===== config.mk =====
export PLATFORM = sky130hd
export DESIGN_NAME = branch_predictor
export DESIGN_NICKNAME = d
export VERILOG_FILES = /design/src/rtl/branch_predictor.sv
export SDC_FILE = /design/constraint.sdc
export NUM_CORES = 2
export LEC_CHECK = 0
export CAP_MARGIN = 10
export CELL_PAD_IN_SITES_DETAIL_PLACEMENT = 1
export CELL_PAD_IN_SITES_GLOBAL_PLACEMENT = 1
export CORE_MARGIN = 3
export CORE_UTILIZATION = 51
export DETAILED_ROUTE_END_ITERATION = 16
export PLACE_DENSITY = 0.84
export SETUP_SLACK_MARGIN = 0.2
export SYNTH_ARGS = -nofsm -noshare
export SYNTH_HDL_FRONTEND = slang
export SYNTH_SLANG_ARGS = --single-unit

===== constraint.sdc =====
create_clock -name clk -period 6.8 [get_ports clk]
set_input_delay 0.68 -clock clk [delete_from_list [all_inputs] [get_ports clk]]
set_output_delay 0.68 -clock clk [all_outputs]
set_load 0.02 [all_outputs]

===== src/rtl/branch_predictor.sv =====
`default_nettype none
// ============================================================================
//  Module      : branch_predictor
//  Description : Dynamic branch predictor for the pipelined RV32 core.
//                A direct-mapped BTB with 2-bit saturating counters predicts
//                the next fetch PC in IF. Conditional branches resolved in EX
//                train the table and raise mispredict with the corrected PC.
//                Optional macro BRANCH_PREDICTOR_PERF_EN builds the resolved
//                and mispredicted branch counters (tied to zero otherwise).
//  Revision    : 1.0 - initial release
// ============================================================================
module branch_predictor #(
  parameter int IDX_W = 4
) (
  input  logic        clk,
  input  logic        rst,
  input  logic [31:0] pc_if,
  output logic        pred_taken,
  output logic [31:0] npc_pred,
  input  logic        ex_valid,
  input  logic        ex_is_br,
  input  logic [31:0] ex_pc,
  input  logic        ex_br,
  input  logic [31:0] ex_target,
  input  logic        ex_pred_taken,
  input  logic [31:0] ex_pred_npc,
  output logic        mispredict,
  output logic [31:0] redirect_pc,
  output logic [31:0] br_cnt,
  output logic [31:0] miss_cnt
);

  localparam int c_ENTRIES = 1 << IDX_W;
  localparam int c_TAG_W   = 30 - IDX_W;

  // Table storage
  logic [c_ENTRIES-1:0] valid_q;
  logic [c_TAG_W-1:0]   tag_q    [c_ENTRIES];
  logic [31:0]          target_q [c_ENTRIES];
  logic [1:0]           ctr_q    [c_ENTRIES];

  logic [IDX_W-1:0]   w_if_idx;
  logic [c_TAG_W-1:0] w_if_tag;
  logic               w_if_hit;
  logic [31:0]        w_if_seq;

  logic [IDX_W-1:0]   w_ex_idx;
  logic [c_TAG_W-1:0] w_ex_tag;
  logic               w_ex_hit;
  logic               w_upd;
  logic               w_write;
  logic [31:0]        w_cnpc;
  logic [1:0]         ctr_d;

  // The carried-down prediction bit is implied by ex_pred_npc; it is accepted
  // for pipeline symmetry only.
  logic               w_unused;
  assign w_unused = ex_pred_taken;

  // IF-stage lookup (reads pre-update contents, no bypass from EX)
  assign w_if_idx   = pc_if[IDX_W+1:2];
  assign w_if_tag   = pc_if[31:IDX_W+2];
  assign w_if_hit   = valid_q[w_if_idx] && (tag_q[w_if_idx] == w_if_tag);
  assign w_if_seq   = pc_if + 32'd4;
  assign pred_taken = w_if_hit & ctr_q[w_if_idx][1];
  assign npc_pred   = pred_taken ? target_q[w_if_idx] : w_if_seq;

  // EX-stage resolution
  assign w_ex_idx    = ex_pc[IDX_W+1:2];
  assign w_ex_tag    = ex_pc[31:IDX_W+2];
  assign w_ex_hit    = valid_q[w_ex_idx] && (tag_q[w_ex_idx] == w_ex_tag);
  assign w_upd       = ex_valid & ex_is_br;
  assign w_write     = w_upd & (w_ex_hit | ex_br);
  assign w_cnpc      = ex_br ? ex_target : (ex_pc + 32'd4);
  assign mispredict  = w_upd & (ex_pred_npc != w_cnpc);
  assign redirect_pc = w_cnpc;

  // Next counter value: saturating step on a hit, weakly-taken on allocation
  always_comb begin
    ctr_d = 2'b10;
    if (w_ex_hit) begin
      ctr_d = ctr_q[w_ex_idx];
      if (ex_br) begin
        if (ctr_q[w_ex_idx] != 2'b11) ctr_d = ctr_q[w_ex_idx] + 2'd1;
      end else begin
        if (ctr_q[w_ex_idx] != 2'b00) ctr_d = ctr_q[w_ex_idx] - 2'd1;
      end
    end
  end

  // Table update; reset clears every entry and overrides a concurrent update
  always_ff @(posedge clk) begin
    if (rst) begin
      for (int i = 0; i < c_ENTRIES; i++) begin
        valid_q[i]  <= 1'b0;
        tag_q[i]    <= '0;
        target_q[i] <= '0;
        ctr_q[i]    <= 2'b01;
      end
    end else if (w_write) begin
      valid_q[w_ex_idx] <= 1'b1;
      tag_q[w_ex_idx]   <= w_ex_tag;
      ctr_q[w_ex_idx]   <= ctr_d;
      if (ex_br) target_q[w_ex_idx] <= ex_target;
    end
  end

`ifdef BRANCH_PREDICTOR_PERF_EN
  logic [31:0] br_cnt_q, br_cnt_d;
  logic [31:0] miss_cnt_q, miss_cnt_d;

  // Counter next-state: every resolved branch, and those that mispredicted
  always_comb begin
    br_cnt_d   = br_cnt_q;
    miss_cnt_d = miss_cnt_q;
    if (w_upd) begin
      br_cnt_d = br_cnt_q + 32'd1;
      if (mispredict) miss_cnt_d = miss_cnt_q + 32'd1;
    end
  end

  // Performance counter registers
  always_ff @(posedge clk) begin
    if (rst) begin
      br_cnt_q   <= '0;
      miss_cnt_q <= '0;
    end else begin
      br_cnt_q   <= br_cnt_d;
      miss_cnt_q <= miss_cnt_d;
    end
  end

  assign br_cnt   = br_cnt_q;
  assign miss_cnt = miss_cnt_q;
`else
  assign br_cnt   = 32'h0;
  assign miss_cnt = 32'h0;
`endif

endmodule
`default_nettype wire

==> impl_results.md <==
* Tightest Hold Check Type: reg2reg
* Uppermost routed layer: met5
* FMAX at 0.164 GHz
* Largest net degree at the start of global routing at 105
* Top post-synthesis cells by area: edfxtp_1, mux4_2, and2_1
* Pwr/cell area at between 200 and 300 mW/mm2
* DRT Pass-1 Iters at 8
* Top-count cell post-synth: edfxtp_1
* Crit path DAT at 5.41 ns
* # IOs at 264
* Via count at approximately 37k
* Synth warn at 0
* Post-synthesis sequential area ratio at a little under three fifths
* Final slew viol count at 0
* Top cell type's share of synthesized area at between 50 and 60%
* Fin crit share at roughly 89%
* Hpwl dp at 125000 um
* Fin. Hold Viols at 0
* CTS root buf: clkbuf_16
* RSZ-0062 raised after global routing: no
* Global-route wire length before repair at about 280000 um
* GPL Wtd Cong at between 0.9 and 1
* Sink Count at 976
* Top cells by count, synth: edfxtp_1, and2_1, nor2_1
* GRT Util Overall at 38.0%
* Worst-Margin Slew at 1.33 ns
* Final Core Density at roughly three fifths
* Synth Register Bits at 976
* Die Ht at 323 um
* Pleak at slightly below 20 nW
* Max transition margin at 11.2%
* Fillers at 9303
* Crit path max fanout at 8
* Met1 Routed Length at around 67000 um
* Finished Cell Area at 0.0587 mm2
* Detailed Route Iter0 Violations at between 6k and 7k
* Setup bufs post-CTS at 0
* Initial Utilization at between 50% and 60%
* Setup TNS at 0 ns
* Final min period at between 6 and 7 ns
* Setup crit end kind: output port
* Max-Cap Viols at 0
* Area leader, netlist: edfxtp_1
* Grt total ovfl at 0
* Residual DRC at 0
* Clk pin slew, worst setup/hold paths at 0.06 ns
* DRT antenna net count at 0
* Buffers on Ports at 198
* Post-Syn Area at 0.0513 mm2
* CTS tree: yes
* Top delay family on crit path: buffers and inverters
* Share of flip-flops with an asynchronous set or reset at 0%
* Wirelength per Cell at 37.4 um
* Area delta synth->final at 14.4%
* CP max stage delay at between 0.8 and 0.9 ns
* Worst-skew pair later-pin latency at ~0.7 ns
* Min Hold Slack at about 0.51 ns
* Area of the core at about 0.099 mm2
* DR WL met2 at between 80000 and 90000 um
* Gate Count Post-Synth at approximately 3.8k
* Buf/Inv on CP at 2
* Initial antenna violation count at 20
* Vias in the first global route at approximately 39k
* Detailed-route vias per instance at around 7
* Synth unique cells at 75
* Worst path required time at 6.12 ns
* Die area at roughly 0.10 mm2
* Post-synth EDFFs at 960
* Finish-stage setup viols at 0
* Layout cells sized above 1 at roughly a fifth
* VDD IR-drop max at approximately 0.00020 V
* Critical path's slowest cell: clkdlybuf4s50_1
* DR WL met3 at between 20000 and 30000 um
* Worst Setup Start Kind: input port
* # placed instances at 5114
* CP Cell Sequence: clkdlybuf4s50_1 -> nand4_1 -> nor2_1 -> xnor2_1 -> o21ai_0 -> xor2_1 -> nor3_1 -> nand4_1 -> nor4_1 -> a31oi_1 -> clkdlybuf4s50_1
* Syn avg cell area at ~14 um2
* Row count at 115
* CTS Hold Buffers Added at 0
* Total CTS buffers at roughly 100
* Crit Path Class: in2out
* Outcome: finished clean
* Longest Clk Path Bufs at 3
* CTS HTree Levels at 3
* Non-filler cells, final at roughly 5.3k
* Final wirelength at around 200000 um
* Die width at about 320 um
* Resize count post-CTS at 0
* Final Skew at 0.0390 ns
* Synth Flop Type: edfxtp_1
* Dpl cell area at 0.0551 mm2
* Fin nets at around 4.1k
placed cells by master (no fill, tap or decap), drive strengths merged, types with 14 or more instances in the layout:
master and n:
and3 14, a22oi 15, inv 50, o22ai 40, nand4 22, o21bai 15, or2 18, clkinv 44
xor2 53, nor4 17, nor3 35, mux4 350, xnor2 110, edfxtp 960, clkbuf 125, buf 167
bufinv 19, mux2 85, diode 16, clkdlybuf4s50 189, and2 517, conb 64, o21ai 53, nand3 61
nor2b 25, a21oi 52, nand2 222, mux2i 101, nor2 471, dfxtp 16
state kept, by name (all words and copies together), names as in the netlist:
signal	flops
target_q	512
ctr_q	32
tag_q	416
valid_q	16
cell type report:
class / count / area [um2] / share of cell area [%]
diodes: 16 / 40.0 / 0.0682
clock inverters: 66 / 852 / 1.45
repair buffers: 357 / 3490 / 5.94
well taps: 1287 / 1610 / 2.74
inverters: 48 / 180 / 0.307
flip-flops and latches: 976 / 29100 / 49.7
multi-input cells: 2446 / 20700 / 35.3
clock buffers: 124 / 2650 / 4.51
worst reg2reg max path: stages (launching register included):
cell,delay (ns)
edfxtp_1,0.42
mux4_2,0.49
mux2i_1,0.19
xor2_1,0.37
nand3_1,0.37
nor4_1,0.59
o221ai_1,0.55
nor3_4,0.39
buf_4,0.29
o21ai_4,0.28
buf_4,0.39
nor2_1,0.28
stage by stage:
| step | setup WS, ns | power, mW |
|---|---|---|
| finish | 0.715 | 15.0 |
| global route | 0.509 | 15.3 |
| CTS | 0.928 | 14.9 |
| detailed placement | 0.978 | 9.04 |
| global placement | 1.01 | 8.95 |
| floorplan | 1.78 | 8.19 |
report_power, final:
part	total, mW	internal (mW)	switching (mW)
Combinational	1.95	0.742	1.21
Sequential	7.07	6.91	0.158
Clock	6.00	3.49	2.51
path summary, 6_finish.rpt:
path                                           startpoint                         to  slack, ns  cells past startpoint
worst min-delay path             valid_q[14]$_SDFFE_PP0N_   valid_q[14]$_SDFFE_PP0N_       0.51                      2
worst min register to register   valid_q[14]$_SDFFE_PP0N_   valid_q[14]$_SDFFE_PP0N_       0.51                      2
worst max-delay path                             ex_pc[4]                 mispredict       0.71                     11
worst max register to register  tag_q[9][4]$_SDFFCE_PN0P_  tag_q[9][9]$_SDFFCE_PN0P_       1.98                     11
cells by family after synthesis:
kind of cell	share of synthesized area (%)
muxes	19.2
AOI/OAI and AO/OA	3.14
and+or+nand+nor	13.9
buffers and inverters	3.98
other	0.00731
xor gates and xnor gates	2.83
adders and majority gates	0.141
DFF	56.8
per-layer routing:
| metal | global-route usage, % | up-vias |
|---|---|---|
| met4 | 23.4 | 8 |
| li1 | - | 14200 |
| met3 | 11.1 | 738 |
| met2 | 57.8 | 3397 |
| met1 | 48.4 | 19000 |
| met5 | 0 | - |
Power figures use the tool's default switching activity.
